File: src/rtl/read_burst_if.sv
// Read-burst bus: DDR beat input, assembled word output, and the burst
// hand-off to the controller core.
//   dq_in/dq_valid          memory -> read_burst beat stream
//   word_out/word_valid     per-clock assembled word {high beat, low beat}
//   burst_data/burst_valid  completed burst, held until burst_ready
//   burst_ready             core accepts the held burst
//   short_burst/overflow    truncated-burst pulse / sticky dropped-burst flag
// slave: the read_burst side. master: the memory/core side.
interface read_burst_if #(
    parameter int BW = 8,
    parameter int BL = 8
);
    logic [BW-1:0]    dq_in;
    logic             dq_valid;
    logic [2*BW-1:0]  word_out;
    logic             word_valid;
    logic [BL*BW-1:0] burst_data;
    logic             burst_valid;
    logic             burst_ready;
    logic             short_burst;
    logic             overflow;

    modport slave (
        input  dq_in, dq_valid, burst_ready,
        output word_out, word_valid, burst_data, burst_valid, short_burst, overflow
    );

    modport master (
        output dq_in, dq_valid, burst_ready,
        input  word_out, word_valid, burst_data, burst_valid, short_burst, overflow
    );
endinterface

File: src/rtl/read_burst.sv
// DDR read-path burst assembler.
// Captures the low beat on posedge and the high beat on negedge, forms one
// 2*BW word per clock, gathers BL/2 words into a burst and hands the burst to
// the core through a single-entry valid/ready buffer.
// Ports:
//   clock   single clock, both edges used for beat capture
//   reset   asynchronous, active-low
//   bus     read_burst_if.slave (beat input, word/burst outputs, flags)
//
// Output buffer states:
//   state | meaning
//   EMPTY | no burst held, burst_valid=0
//   FULL  | burst held in burst_data, burst_valid=1 until accepted
module read_burst #(
    parameter int BW = 8,
    parameter int BL = 8
) (
    input logic      clock,
    input logic      reset,
    read_burst_if.slave bus
);
    localparam int WPB = BL / 2;
    localparam int WW  = 2 * BW;
    localparam int CW  = (WPB > 1) ? $clog2(WPB) : 1;
    localparam logic [CW-1:0] LAST = CW'(WPB - 1);

    typedef enum logic {EMPTY, FULL} buf_state_t;

    buf_state_t       state_q, state_d;
    logic [BW-1:0]    lo_reg, hi_reg;
    logic             pend;
    logic [WW-1:0]    word_q;
    logic             word_valid_q;
    logic [CW-1:0]    wcnt;
    logic [BL*BW-1:0] asm_q;
    logic [BL*BW-1:0] burst_q;
    logic [BL*BW-1:0] burst_next;
    logic             short_q;
    logic             ovf_q;
    logic [WW-1:0]    new_word;
    logic             complete;
    logic             load;
    logic             ovf_set;

    // hi_reg holds the beat from the negedge between the two posedges, so at
    // posedge k+1 it pairs with lo_reg captured at posedge k.
    assign new_word = {hi_reg, lo_reg};
    assign complete = pend && (wcnt == LAST);

    // Last slot comes straight from the word being assembled this edge.
    always_comb begin
        burst_next = asm_q;
        burst_next[(WPB-1)*WW +: WW] = new_word;
    end

    always_comb begin
        state_d = state_q;
        load    = 1'b0;
        ovf_set = 1'b0;
        case (state_q)
            EMPTY: begin
                if (complete) begin
                    state_d = FULL;
                    load    = 1'b1;
                end
            end
            FULL: begin
                if (bus.burst_ready) begin
                    if (complete) load = 1'b1;
                    else          state_d = EMPTY;
                end else if (complete) begin
                    ovf_set = 1'b1;
                end
            end
            default: state_d = EMPTY;
        endcase
    end

    always_ff @(posedge clock or negedge reset) begin
        if (!reset) state_q <= EMPTY;
        else        state_q <= state_d;
    end

    always_ff @(negedge clock or negedge reset) begin
        if (!reset) hi_reg <= '0;
        else        hi_reg <= bus.dq_in;
    end

    always_ff @(posedge clock or negedge reset) begin
        if (!reset) begin
            lo_reg       <= '0;
            pend         <= 1'b0;
            word_q       <= '0;
            word_valid_q <= 1'b0;
            wcnt         <= '0;
            asm_q        <= '0;
            burst_q      <= '0;
            short_q      <= 1'b0;
            ovf_q        <= 1'b0;
        end else begin
            lo_reg       <= bus.dq_in;
            pend         <= bus.dq_valid;
            word_valid_q <= pend;
            short_q      <= 1'b0;
            if (pend) begin
                word_q <= new_word;
                for (int i = 0; i < WPB - 1; i++) begin
                    if (wcnt == CW'(i)) asm_q[i*WW +: WW] <= new_word;
                end
                if (wcnt == LAST) wcnt <= '0;
                else              wcnt <= wcnt + CW'(1);
            end else if (wcnt != '0) begin
                wcnt    <= '0;
                short_q <= 1'b1;
            end
            if (load)    burst_q <= burst_next;
            if (ovf_set) ovf_q   <= 1'b1;
        end
    end

    assign bus.word_out    = word_q;
    assign bus.word_valid  = word_valid_q;
    assign bus.burst_data  = burst_q;
    assign bus.burst_valid = (state_q == FULL);
    assign bus.short_burst = short_q;
    assign bus.overflow    = ovf_q;
endmodule

File: src/flat_wrapper.sv
// flat-port wrapper written by rule: the top's interface ports become plain ports
module read_burst_flat 
#(
    parameter int BW = 8,
    parameter int BL = 8
)
  (clock, reset, bus_dq_in, bus_dq_valid, bus_burst_ready, bus_word_out, bus_word_valid, bus_burst_data, bus_burst_valid, bus_short_burst, bus_overflow);
  read_burst_if #(.BW(BW), .BL(BL)) bus_i ();
  input logic clock;
  input logic reset;
  input wire logic [$bits(bus_i.dq_in)-1:0] bus_dq_in;
  input wire logic [$bits(bus_i.dq_valid)-1:0] bus_dq_valid;
  input wire logic [$bits(bus_i.burst_ready)-1:0] bus_burst_ready;
  output wire logic [$bits(bus_i.word_out)-1:0] bus_word_out;
  output wire logic [$bits(bus_i.word_valid)-1:0] bus_word_valid;
  output wire logic [$bits(bus_i.burst_data)-1:0] bus_burst_data;
  output wire logic [$bits(bus_i.burst_valid)-1:0] bus_burst_valid;
  output wire logic [$bits(bus_i.short_burst)-1:0] bus_short_burst;
  output wire logic [$bits(bus_i.overflow)-1:0] bus_overflow;
  assign bus_i.dq_in = bus_dq_in;
  assign bus_i.dq_valid = bus_dq_valid;
  assign bus_i.burst_ready = bus_burst_ready;
  assign bus_word_out = bus_i.word_out;
  assign bus_word_valid = bus_i.word_valid;
  assign bus_burst_data = bus_i.burst_data;
  assign bus_burst_valid = bus_i.burst_valid;
  assign bus_short_burst = bus_i.short_burst;
  assign bus_overflow = bus_i.overflow;
  read_burst #(.BW(BW), .BL(BL)) u_core (.clock(clock), .reset(reset), .bus(bus_i));
endmodule
File: config.mk
export PLATFORM = sky130hd
export DESIGN_NAME = read_burst_flat
export DESIGN_NICKNAME = d
export VERILOG_FILES = /design/src/rtl/read_burst_if.sv /design/src/rtl/read_burst.sv /design/src/flat_wrapper.sv
export SDC_FILE = /design/constraint.sdc
export NUM_CORES = 1
export LEC_CHECK = 0
export BUFFER_PORTS_ARGS = -buffer_cell sky130_fd_sc_hd__clkbuf_2
export CAP_MARGIN = 10
export CORE_ASPECT_RATIO = 0.8
export CORE_MARGIN = 4
export CORE_UTILIZATION = 39
export DETAILED_ROUTE_END_ITERATION = 10
export GPL_TIMING_DRIVEN = 0
export PLACE_DENSITY_LB_ADDON = 0.3
export SLEW_MARGIN = 30
export SYNTH_ARGS = -nofsm -noshare
export SYNTH_HDL_FRONTEND = slang
export SYNTH_SLANG_ARGS = --single-unit
File: constraint.sdc
create_clock -name clock -period 1.7 [get_ports clock]
set_input_delay 0.17 -clock clock [delete_from_list [all_inputs] [get_ports clock]]
set_output_delay 0.17 -clock clock [all_outputs]
set_load 0.02 [all_outputs]
==> impl_metrics.env <==
export IMPL_path_buf_inv=0
export IMPL_firstDrtPassIters=4
export IMPL_grt_max_degree=84
export IMPL_start_util_pct=40.2
export IMPL_io_pins=96
export IMPL_hold_slack_ps=-244
export IMPL_clkTransAtPathRegs_ps=60
export IMPL_hold_buffers=9
export IMPL_yosysSeqAreaShare_pct=65.3
export IMPL_die_area_sq_mm=0.0169
export IMPL_drive_gt1_share_pct=61.3
export IMPL_drtIter0Drc=92
export IMPL_start_kind="register"
export IMPL_synth_top_cell_area_share_pct=61.9
export IMPL_rsz0062_at_grt="yes"
export IMPL_slew_violations=0
export IMPL_violations="hold timing, setup timing"
export IMPL_power_density_mw_per_mm2=1970
export IMPL_switching_share_pct=31.3
export IMPL_htreeDepth=4
export IMPL_clkPwrFrac_pct=26.9
export IMPL_crit_required_ps=1990
export IMPL_setup_slack_ps=-29.9
export IMPL_antenna_left=0
export IMPL_area_growth_syn_to_layout_pct=25.7
export IMPL_ir_drop_mv=1.09
export IMPL_cpLargestDelayFamily="flip-flops"
export IMPL_synth_cell_types=19
export IMPL_path_max_fanout=5
export IMPL_place_inst=593
export IMPL_n_antenna_cell=0
export IMPL_cts_path_max_buffers=2
export IMPL_cpMaxStageDelayCell="dfrtn_1"
export IMPL_slew_headroom_pct=62.3
export IMPL_post_route_util_pct=50.5
export IMPL_clock_latency_ps=410
export IMPL_instances_no_fill=634
export IMPL_synthTopCellsByArea="dfrtp_1 (62%), mux2_4 (16%), mux2_2 (13%), dfrtn_1 (3.5%), buf_12 (2.4%)"
export IMPL_worst_slew_pin_transition_ps=565
export IMPL_p_leak_nw=3.46
export IMPL_grt_pass1_wl_mm=19.3
export IMPL_netlist_instances=313
export IMPL_num_rows=39
export IMPL_vias=3002
export IMPL_hpwl_mm=8.23
export IMPL_fin_nets=453
export IMPL_path_cells="mux2_2"
export IMPL_max_stage_delay_ps=460
export IMPL_drcViolationCount=0
export IMPL_die_height_um=117
export IMPL_netlist_area_sq_mm=0.00578
export IMPL_holdCritPathClass="in -> async"
export IMPL_critPathKind="reg -> reg"
export IMPL_ys_warn_count=0
export IMPL_cap_violations=0
export IMPL_clockRootBuffer="clkbuf_16"
export IMPL_viasPerCell=4.74
export IMPL_syn_area_per_cell_sq_um=18.5
export IMPL_port_buffers=95
export IMPL_combPwrFrac_pct=31.7
export IMPL_die_x_um=144
export IMPL_crit_path_end_kind="register"
export IMPL_grt_ovfl_total=0
export IMPL_largest_register_ffs=64
export IMPL_core_area_sq_mm=0.0144
export IMPL_clock_skew_final_ps=26.2
export IMPL_setup_viol=12
export IMPL_wirelength_mm=12.1
export IMPL_cts_buffers=17
export IMPL_drt_wirelength_per_cell_um=19.0
export IMPL_hold_violations=67
export IMPL_finalWeightedCongestion=0.725
export IMPL_antenna_found_initial=0
export IMPL_p_switching_mw=4.48
export IMPL_cts_tree="built"
export IMPL_status="complete, but fails checks"
export IMPL_syn_num_nets=329
export IMPL_post_cts_buffers=0
export IMPL_grt_pass1_vias=3320
export IMPL_seqPwrFrac_pct=41.4
export IMPL_worstPathArrival_ps=2020
export IMPL_internal_power_mw=9.85
export IMPL_ys_seq_elements=151
export IMPL_cts_sinks=151
export IMPL_grtUsageTotal_pct=15.5
export IMPL_yosys_area_top_type="dfrtp_1"
power groups by stage:
stage | clock network [mW] | logic, mW | registers [mW]
2_1_floorplan | 0 | 2.26 | 6.74
3_3_place_gp | 0 | 4.43 | 5.93
3_5_place_dp | 0 | 4.54 | 6.00
4_1_cts | 3.97 | 4.60 | 5.95
5_1_grt | 4.13 | 4.88 | 6.12
6_report | 3.85 | 4.54 | 5.94
cell families (layout without fill, tap and decap cells):
logic type | after synthesis | count (layout) | synth area share (%)
AOI/OAI and AO/OA | 3 | 3 | 0.303
buffers and inverters | 15 | 152 | 3.18
adders and majority gates | 4 | 4 | 0.865
DFF | 151 | 151 | 65.3
muxes | 128 | 128 | 28.8
and+or+nand+nor | 12 | 12 | 1.49
placed cells by master (no fill, tap or decap), drive strengths merged:
cell type / n
dfrtn: 8
ha: 4
mux2: 128
nand2: 7
nor2b: 1
dfrtp: 143
clkinvlp: 3
nand2b: 2
clkbuf: 116
o21ai: 2
buf: 13
dlygate4sd3: 9
o21bai: 1
inv: 2
bufinv: 3
clkinv: 6
nor2: 1
nand3b: 1
final cells by class:
| cell class | instances | area [sq um] |
|---|---|---|
| fillers | 1183 | 7130 |
| multi-input cells | 147 | 1850 |
| plain buffers | 13 | 188 |
| flip-flops and latches | 151 | 3780 |
| repair buffers | 105 | 602 |
| clock buffers | 20 | 467 |
| inverters | 2 | 7.51 |
| clock inverters | 12 | 150 |
| well taps | 184 | 230 |
repair_timing:
action	CTS	global route
gates resized for setup	3	8
hold endpoints to repair	76	67
endpoints found under the setup margin	16	60
routing by layer:
metal / vias up / part of all wire [%] / track usage, %
li1: 1346 / - / -
met1: 1570 / 49 / 21.8
met2: 74 / 45 / 23.2
met3: 12 / 5.1 / 5.32
met4: 0 / 0.92 / 3.85
met5: - / 0 / 0
cell usage after synthesis (all sizes together):
library cell and instances:
inv 2, buf 13, ha 4, nor2 1, nand3b 1, nand2b 2, o21bai 1, dfrtn 8
nand2 7, mux2 128, nor2b 1, o21ai 2, dfrtp 143
through the flow:
step           TNS, ps  cell area (sq um)  power [mW]  setup slack (ps)
6_report          -140               7270        14.3             -29.9
5_1_grt           -322               7270        15.1             -42.6
4_1_cts           -122               7240        14.5             -35.6
3_5_place_dp     -1780               6530        10.5              -106
3_3_place_gp   -308660               6490        10.4             -2720
2_1_floorplan        0               5780        9.00               125
path summary, 6_finish.rpt:
kind | startpoint | endpoint | slack [ps] | depth (start not counted)
hold / removal | reset | u_core.asm_q[20] | -240 | 1
max in group asynchronous | reset | u_core.hi_reg[2] | 370 | 2
setup reg to reg | u_core.hi_reg[0] | u_core.asm_q[8] | -30 | 1
min in group clock | bus_burst_ready | u_core.bus.burst_valid | 30 | 3
setup / recovery | u_core.hi_reg[0] | u_core.asm_q[8] | -30 | 1
hold reg to reg | u_core.pend | u_core.bus.word_valid | 410 | 0
Power figures use the tool's default switching activity.
